[src/rtl/arb_mux_pkg.sv]
// arb_mux_pkg
//   Shared types and default sizes for the 2:1 arbitrated merge (arb_mux_2to1)
//   and its grant sub-module (rr_arb2).
//   src_t   : origin tag of a merged word (SRC_A = 0, SRC_B = 1)
//   state_t : output register occupancy (EMPTY / FULL)
package arb_mux_pkg;

  localparam int unsigned DEF_WIDTH = 8;
  localparam int unsigned DEF_CNT_W = 16;

  typedef enum logic {
    SRC_A = 1'b0,
    SRC_B = 1'b1
  } src_t;

  typedef enum logic {
    EMPTY = 1'b0,
    FULL  = 1'b1
  } state_t;

endpackage

[src/rtl/rr_arb2.sv]
// rr_arb2
//   Two-requester grant logic for arb_mux_2to1.
//   Optional feature macro: ARB_MUX_RR_EN
//     defined   : on contention, grant the requester not served last; the
//                 last-served pointer moves on every accepted word (advance).
//     undefined : fixed priority, A always wins; no pointer state exists.
//   Ports:
//     clk, rst_n     : clock, asynchronous active-low reset (pointer only)
//     req_a, req_b   : requests (source valids)
//     advance        : a granted word was accepted this cycle
//     gnt_a, gnt_b   : one-hot-or-zero grants, combinational
module rr_arb2
  import arb_mux_pkg::*;
(
  input  logic clk,
  input  logic rst_n,
  input  logic req_a,
  input  logic req_b,
  input  logic advance,
  output logic gnt_a,
  output logic gnt_b
);

`ifdef ARB_MUX_RR_EN
  src_t last_q;

  // Pointer resets to B so that A wins the first contended cycle.
  always_ff @(posedge clk or negedge rst_n) begin
    if (!rst_n) begin
      last_q <= SRC_B;
    end else if (advance) begin
      last_q <= gnt_b ? SRC_B : SRC_A;
    end
  end

  always_comb begin
    gnt_a = req_a && (!req_b || (last_q == SRC_B));
    gnt_b = req_b && (!req_a || (last_q == SRC_A));
  end
`else
  // Fixed priority: clock, reset and advance only drive the pointer,
  // which this build does not have.
  logic unused_ports;
  assign unused_ports = ^{clk, rst_n, advance};

  always_comb begin
    gnt_a = req_a;
    gnt_b = req_b && !req_a;
  end
`endif

endmodule

[src/rtl/arb_mux_2to1.sv]
// arb_mux_2to1
//   Merges two valid/ready sources (A, B) into one registered valid/ready
//   output through a one-entry output register. Throughput 1 word/cycle,
//   latency 1. Counts accepted words per source (wrapping counters).
//   Optional feature macro: ARB_MUX_RR_EN (round-robin instead of A-priority,
//   implemented inside rr_arb2).
//   Ports:
//     clk, rst_n              : clock, asynchronous active-low reset
//     a_data/a_valid/a_ready  : source A handshake
//     b_data/b_valid/b_ready  : source B handshake
//     y_data/y_valid/y_ready  : merged output handshake (registered data/valid)
//     y_src                   : origin of y_data (0 = A, 1 = B)
//     cnt_a, cnt_b            : words accepted from A / B
module arb_mux_2to1
  import arb_mux_pkg::*;
#(
  parameter int unsigned WIDTH = DEF_WIDTH,
  parameter int unsigned CNT_W = DEF_CNT_W
) (
  input  logic             clk,
  input  logic             rst_n,
  input  logic [WIDTH-1:0] a_data,
  input  logic             a_valid,
  output logic             a_ready,
  input  logic [WIDTH-1:0] b_data,
  input  logic             b_valid,
  output logic             b_ready,
  output logic [WIDTH-1:0] y_data,
  output logic             y_valid,
  input  logic             y_ready,
  output logic             y_src,
  output logic [CNT_W-1:0] cnt_a,
  output logic [CNT_W-1:0] cnt_b
);

  state_t           state_q;
  src_t             src_q;
  logic [WIDTH-1:0] data_q;
  logic [CNT_W-1:0] cnt_a_q;
  logic [CNT_W-1:0] cnt_b_q;

  logic load_en;
  logic gnt_a;
  logic gnt_b;
  logic acc_a;
  logic acc_b;

  // The register can take a word when empty or when its current word leaves
  // this cycle. y_ready only reaches the readies, never y_data.
  always_comb begin
    load_en = (state_q == EMPTY) || ((state_q == FULL) && y_ready);
  end

  rr_arb2 u_arb (
    .clk     (clk),
    .rst_n   (rst_n),
    .req_a   (a_valid),
    .req_b   (b_valid),
    .advance (acc_a || acc_b),
    .gnt_a   (gnt_a),
    .gnt_b   (gnt_b)
  );

  // rst_n gating keeps both readies low during reset even though the
  // register reads as EMPTY then.
  always_comb begin
    acc_a   = rst_n && load_en && gnt_a;
    acc_b   = rst_n && load_en && gnt_b;
    a_ready = acc_a;
    b_ready = acc_b;
  end

  always_ff @(posedge clk or negedge rst_n) begin
    if (!rst_n) begin
      state_q <= EMPTY;
      src_q   <= SRC_A;
      data_q  <= '0;
      cnt_a_q <= '0;
      cnt_b_q <= '0;
    end else begin
      if (acc_a) begin
        state_q <= FULL;
        src_q   <= SRC_A;
        data_q  <= a_data;
        cnt_a_q <= cnt_a_q + 1'b1;
      end else if (acc_b) begin
        state_q <= FULL;
        src_q   <= SRC_B;
        data_q  <= b_data;
        cnt_b_q <= cnt_b_q + 1'b1;
      end else if ((state_q == FULL) && y_ready) begin
        state_q <= EMPTY;
      end
    end
  end

  assign y_valid = (state_q == FULL);
  assign y_data  = data_q;
  assign y_src   = src_q;
  assign cnt_a   = cnt_a_q;
  assign cnt_b   = cnt_b_q;

endmodule

[config.mk]
export PLATFORM = sky130hd
export DESIGN_NAME = arb_mux_2to1
export DESIGN_NICKNAME = d
export VERILOG_FILES = /design/src/rtl/arb_mux_pkg.sv /design/src/rtl/rr_arb2.sv /design/src/rtl/arb_mux_2to1.sv
export SDC_FILE = /design/constraint.sdc
export NUM_CORES = 1
export LEC_CHECK = 0
export ABC_AREA = 1
export BUFFER_PORTS_ARGS = -buffer_cell sky130_fd_sc_hd__buf_2
export CORE_AREA = 2 2 60 119
export DETAILED_ROUTE_END_ITERATION = 10
export DIE_AREA = 0 0 62 121
export SYNTH_ARGS = -nofsm -noshare
export SYNTH_HDL_FRONTEND = slang
export SYNTH_HIERARCHICAL = 1
export SYNTH_SLANG_ARGS = --single-unit
[constraint.sdc]
create_clock -name clk -period 3.05 [get_ports clk]
set_clock_uncertainty 0.2 [all_clocks]
set_input_delay 0.61 -clock clk [delete_from_list [all_inputs] [get_ports clk]]
set_output_delay 0.61 -clock clk [all_outputs]
set_load 0.02 [all_outputs]
======== Word-level counts from Yosys, hierarchy flattened ========
Index checks and enable logic that the tools add are counted.
word-level totals
  register bits ........................... 42
  bits in latches ......................... 0
  word-level logic and storage cells ...... 26
  bits in read-only memories .............. 0
  RAM bits ................................ 0
  input port bits ......................... 21
  memories ................................ 0
  output and inout port bits .............. 44
cells by class
  equal/unequal tests ..................... 0
  divide/modulo/power cells ............... 0
  reduce and logical (&&, ||, !) cells .... 10
  bitwise operators ....................... 2
  multipliers ............................. 0
  shifts and indexed selects .............. 0
  multiplexer cells ....................... 7
  $add $sub $neg .......................... 2
  order comparisons ....................... 0
operators with widths
  kind                                                             count
  16-bit by 1-bit adder with 16-bit output, second input constant  2
  8-bit two-way mux                                                2
  1-bit logical AND                                                5
  1-bit two-way mux                                                5
  3-bit nonzero test                                               1
  1-bit NOT                                                        2
  2-bit AND reduction                                              1
  2-bit nonzero test                                               1
  1-bit zero test                                                  1
  1-bit logical OR                                                 1

======== Longest topological paths before layout ========
Gate-level depths: netlist of the first run.
  depth after elaboration ................. 6
  gate-level depth with buffers ........... 8
  gate-level depth less buffers ........... 8

======== Cells and area by module ========
The synthesis of the first run kept the hierarchy.
by module, submodules not included
  module        seq. area each (um2)  area an instance (um2)  times used  cells each
  arb_mux_2to1  1051.0                2222.1                  1           274
  rr_arb2       0.0                   17.5                    1           3

======== Worst setup path after synthesis of the first run ========
Ideal clock, no wire load.
  path kind ............................... input to output
  from .................................... input b_valid
  to ...................................... output b_ready
  stages .................................. 5
  slack ................................... 1105 ps
  required time ........................... 2240 ps
  data arrival time ....................... 1135 ps
  path buffers ............................ 1
  cells stage by stage .................... inv_1 nor2_2 nand3_1 inv_1 buf_4
on the way
  cells in the longest elaborated chain, start to end .. 2
ends and longest elaborated chain
  what               RTL line            text
  start, declared    arb_mux_2to1.sv:26  input logic b_valid,
  1-bit logical AND  rr_arb2.sv:48       gnt_b = req_b && !req_a;
  named net gnt_b    arb_mux_2to1.sv:44  logic gnt_b;
  1-bit logical AND  arb_mux_2to1.sv:68  acc_b = rst_n && load_en && gnt_b;
  end, declared      arb_mux_2to1.sv:27  output logic b_ready,
The timed path passes the listed nets, and every way through them passes these cells.

======== Final worst setup path of the first run ========
  from .................................... input rst_n
  to ...................................... output a_ready
on the way
  cells in the longest elaborated chain, start to end .. 2
ends and longest elaborated chain
  what                             RTL line            text
  start, declared                  arb_mux_2to1.sv:21  input logic rst_n,
  1-bit logical AND (2 in series)  arb_mux_2to1.sv:67  acc_a = rst_n && load_en && gnt_a;
  end, declared                    arb_mux_2to1.sv:24  output logic a_ready,
No other way between the ends.

==> results of run 1 <==
==> stage by stage <==
stage / total power, mW / instance area (um^2) / utilization
floorplan: 0.979 / 2240 / -
global placement: 1.14 / 2640 / 0.402
detailed placement: 1.15 / 2640 / 0.402
CTS: 1.69 / 2790 / 0.425
global route: 1.76 / 2790 / 0.425
finish: 1.66 / 2790 / 0.425
==> worst max-delay path, cell delays in order <==
cell,delay [ns]
buf_2,0.29
nand3_4,0.29
inv_6,0.24
buf_2,0.19
==> cells in the final DEF (no fill, tap or decap), types with 7 or more instances in the layout <==
master / instances
a21oi_1: 9
xnor2_1: 7
dfrtp_1: 42
xor2_1: 8
nand4_1: 7
nand2_1: 87
inv_1: 31
o21ai_0: 7
nand3_1: 19
buf_2: 64
nor2_1: 29
==> layer usage <==
metal	part of all wire	up-vias	routed length, um
met5	0	-	0
met4	0.015	0	86
met2	0.55	65	3240
met1	0.37	937	2150
met3	0.063	6	368
li1	-	1005	-
==> final cells by class <==
cell class	count	area share
Timing Repair Buffer	65	0.117
Inverter	32	0.0448
Clock buffer	7	0.0511
Sequential cell	42	0.377
Clock inverter	1	0.00179
Tap cell	88	0.0395
Multi-Input combinational cell	198	0.369
==> where the power goes <==
| part | leakage [nW] | switching, mW | internal, mW | total (mW) |
|---|---|---|---|---|
| Clock | 0.0739 | 0.210 | 0.325 | 0.534 |
| Combinational | 0.866 | 0.264 | 0.135 | 0.399 |
| Sequential | 0.544 | 0.0901 | 0.641 | 0.731 |
==> registers in the layout, indices dropped and copies added (netlist names) <==
register and flops:
cnt_a 16, y_data 8, y_valid 1, cnt_b 16, y_src 1
==> worst paths after layout <==
kind,slack (ns),depth (start not counted),endpoint
min in group clk,0.29,2,y_data[0]
min reg2reg,0.29,2,y_data[0]
max in group asynchronous,1.88,2,cnt_a[7]
min,0.02,1,y_data[3]
max,0.61,4,a_ready
max reg2reg,1.41,6,y_data[4]
==> results.cfg, run 1 <==
[run_status]
status = finished, final reports clean

[finish]
multiInputGateArea_mm2 = 0.00103
final_cells = 433
area_growth_pct = 24.8
seq_area_mm2 = 0.00105
layout-drive-gt1-share = 0.255
fillers = 695
num_antenna_cells = 0
fin_nets = 367

[detailed_routing]
drt_iter0_markers = 125
viasPerCell = 4.65
drtPass1Iterations = 4
detail-route-antenna-nets = 0
wirelength_um = 5840
drcViolationCount = 0
routedWlPerCell_um = 13.5
vias = 2013

[global_routing]
busiest_layer = met2
grt_util_all_layers = 0.170
grtUsageMet1 = 0.186
grt_pass1_wl_um = 9470
grt_remaining_overflow = 0
first_global_vias = 1985
grt_max_degree = 33
gr-usage-met3 = 0.0352
grt_util_met2 = 0.307
antenna_found_initial = 0

[cts]
tritoncts = yes
clk-insertion-delay-late_ns = 0.28
cts_sinks = 42
clk_pin_slew_worst_paths_ns = 0.06
cts_hold_buf = 0
post_cts_resized = 0
cts_setup_buffers = 0
cts_buffers = 5
htreeDepth = 2
clock_path_buffers = 2
cts-root-buf = clkbuf_16

[placed_design]
gp_congestion = 0.796
place_hpwl_um = 4590
port_buffers = 64
place_ws_ns = 0.528
place_inst = 425

[floorplan]
dieArea_mm2 = 0.00750
io_pins = 65
core_area_mm2 = 0.00657
initial_utilization = 0.340
die_w_um = 62
die_h_um = 121
rows = 42

[logic_synthesis]
yosys_warnings = 6
netlist_area_mm2 = 0.00224
synth_area_per_cell_um2 = 8.10
synth_cells = 276
syn_nets = 299

[worst_setup_path]
worstPathArrival_ns = 1.63
end_kind = primary output
required_ns = 2.24
crit_path_start_kind = input port
startpoint = rst_n
critPathKind = input port to primary output
cp_max_fo = 19
regToRegStartpoint = y_valid

[sta]
final.setup.tns_ns = 0
hold_viol_final = 0
rsz0062_at_grt = no
finalSetupViolations = 0
whs_ns = 0.0180
fmax_ghz = 0.409
relSlewSlack = 0.708
drv_slew = 0
fin_ws_ns = 0.606
min_period_over_period = 0.801
fin_crit_ns = 2.44
tightest_slew_ns = 0.438

[pwr]
pwr_density_cell_mw_per_mm2 = 597
p_leak_nw = 1.48
irDropWorstVdd_uv = 388

[run]
cap_viol_max_count = 0

[worst_hold_path]
hold_class = input port to asynchronous set/reset pin
Power figures use the tool's default switching activity.
==> run 2, diff against run 1 <==
--- a/config.mk
+++ b/config.mk
@@ -5,11 +5,11 @@
 export SDC_FILE = /design/constraint.sdc
 export NUM_CORES = 1
 export LEC_CHECK = 0
-export ABC_AREA = 1
+export ABC_AREA = 0
 export BUFFER_PORTS_ARGS = -buffer_cell sky130_fd_sc_hd__buf_2
-export CORE_AREA = 2 2 60 119
+export CORE_AREA = 2 2 56 111
 export DETAILED_ROUTE_END_ITERATION = 10
-export DIE_AREA = 0 0 62 121
+export DIE_AREA = 0 0 58 113
 export SYNTH_ARGS = -nofsm -noshare
 export SYNTH_HDL_FRONTEND = slang
 export SYNTH_HIERARCHICAL = 1
==> constraint.sdc (replaced) <==
create_clock -name clk -period 2.1 [get_ports clk]
set_clock_uncertainty 0.2 [all_clocks]
set_input_delay 0.42 -clock clk [delete_from_list [all_inputs] [get_ports clk]]
set_output_delay 0.42 -clock clk [all_outputs]
set_load 0.02 [all_outputs]
==> run 2 against run 1 <==
Effect of this change: the run now ends with negative hold slack left; first-iteration DRC count fell by 90%; worst setup slack worse by 0.41 ns; register-to-register slack got worse by 1.1 ns; combinational power is 30% higher; wire length fell by 25%; global-route usage is 2.0 points lower; non-clock buffer count increased by 8; critical path depth rose by 1; count of clock-buffer cells in the layout unchanged; critical endpoint unchanged.
==> results.cfg, run 2 <==
[floorplan]
die_w_um = 58
io_pins = 65
core_area_mm2 = 0.00566
rows = 39
initial_utilization = 0.346
dieArea_mm2 = 0.00655
die_h_um = 113

[placed_design]
dpl_cell_area_mm2 = 0.00239
gp_congestion = 0.757
place_inst = 312
place_ws_ns = 0.146
port_buffers = 64
place_hpwl_um = 3410

[detailed_routing]
drtPass1Iterations = 4
wirelength_um = 4390
routedWlPerCell_um = 13.7
viasPerCell = 4.96
detail-route-antenna-nets = 0
drcViolationCount = 0
vias = 1591
drt_iter0_markers = 13

[sta]
drv_slew = 0
hold_viol_final = 16
relSlewSlack = 0.779
fin_crit_ns = 1.90
min_period_over_period = 0.905
final.setup.tns_ns = 0
finalSetupViolations = 0
fin_ws_ns = 0.199
tightest_slew_ns = 0.332
rsz0062_at_grt = no
fmax_ghz = 0.526
whs_ns = -0.00774

[run_status]
violations = negative hold slack
status = complete, but fails checks

[worst_setup_path]
rrSetupSlack_ns = 0.28
reg2reg_depth = 5
cp_max_fo = 7
regToRegStartpoint = cnt_b[0]
slowest_delay_ns = 0.40
crit_path_start_kind = flop
worstPathCellList = nand2b_1 > buf_4 > nand2_1 > inv_1 > buf_2
startpoint = y_valid
critPathKind = flop to primary output
crit_buf_inv = 3
critical-path-top-delay-family = buffers and inverters
r2r-end = cnt_b[12]
required_ns = 1.48
end_kind = primary output
cp_slowest_cell = dfrtp_1
worst-path-stages = 5
crit_end = a_ready
worstPathArrival_ns = 1.28

[cts]
htreeDepth = 2
post_cts_resized = 0
cts_setup_buffers = 0
cts-root-buf = clkbuf_16
cts_hold_buf = 1
clock_path_buffers = 2
cts_sinks = 42
clk-insertion-delay-late_ns = 0.28
clk_pin_slew_worst_paths_ns = 0.06
tritoncts = yes
cts_buffers = 5

[logic_synthesis]
yosys_warnings = 6
synth_cells = 185
netlist_area_mm2 = 0.00196
synth_area_per_cell_um2 = 10.6
syn_nets = 208

[finish]
fillers = 566
num_antenna_cells = 0
area_growth_pct = 29.8
final_cell_mix = buf_2 (64), dfrtp_1 (42), nand2_1 (30), xnor2_1 (16), xor2_1 (13)
final_area_mm2 = 0.00254
final_common_cell = buf_2
final_cells = 321
fin_util = 0.449
layout-drive-gt1-share = 0.354
fin_nets = 282

[pwr]
irDropWorstVdd_uv = 691
pwr_density_cell_mw_per_mm2 = 910
swShare = 0.309
p_total_mw = 2.32
switching_power_mw = 0.716
p_seq_frac = 0.447
p_int_mw = 1.60
p_clk_frac = 0.329
p_comb_frac = 0.224
p_leak_nw = 1.33

[global_routing]
grt_max_degree = 28
antenna_found_initial = 0
first_global_vias = 1673
grt_util_all_layers = 0.150
grt_remaining_overflow = 0
grt_pass1_wl_um = 7580

[run]
cap_viol_max_count = 0

[worst_hold_path]
hold_class = input port to asynchronous set/reset pin
[run 2: worst min path at each step]
stage                from        to  slack (ns)  cells past startpoint
floorplan           rst_n  cnt_a[0]       -0.08                      0
global placement    rst_n   y_valid        0.06                      1
detailed placement  rst_n   y_valid        0.06                      1
CTS                 rst_n  cnt_b[2]       0.006                      2
global route        rst_n  cnt_b[2]        0.02                      2
finish              rst_n  cnt_b[5]      -0.008                      2
[run 2: routing by layer]
metal | track usage | vias to the layer above | wire [um]
met3 | 0.0377 | 9 | 255
met1 | 0.160 | 764 | 1610
met2 | 0.267 | 50 | 2420
li1 | - | 768 | -
met4 | 0.0667 | 0 | 99
met5 | 0 | - | 0
[run 2: area by class of cell]
type                       instances  area (um^2)  area share
sequential                        42         1050       0.413
clock inverter                     1         5.00     0.00197
inverter                           6         22.5     0.00885
multi-input combinational        131          856       0.336
tap                               61         76.3      0.0300
clock buffer                       7          143      0.0561
timing repair buffer              73          390       0.153
[run 2: power by group through the flow]
stage                     clock network [mW]  registers (mW)  logic [mW]
after floorplan                            0            1.18       0.165
after global placement                     0            1.05       0.520
after detailed placement                   0            1.05       0.526
after CTS                              0.797            1.04       0.528
after global routing                   0.831            1.05       0.570
final                                  0.762            1.03       0.519
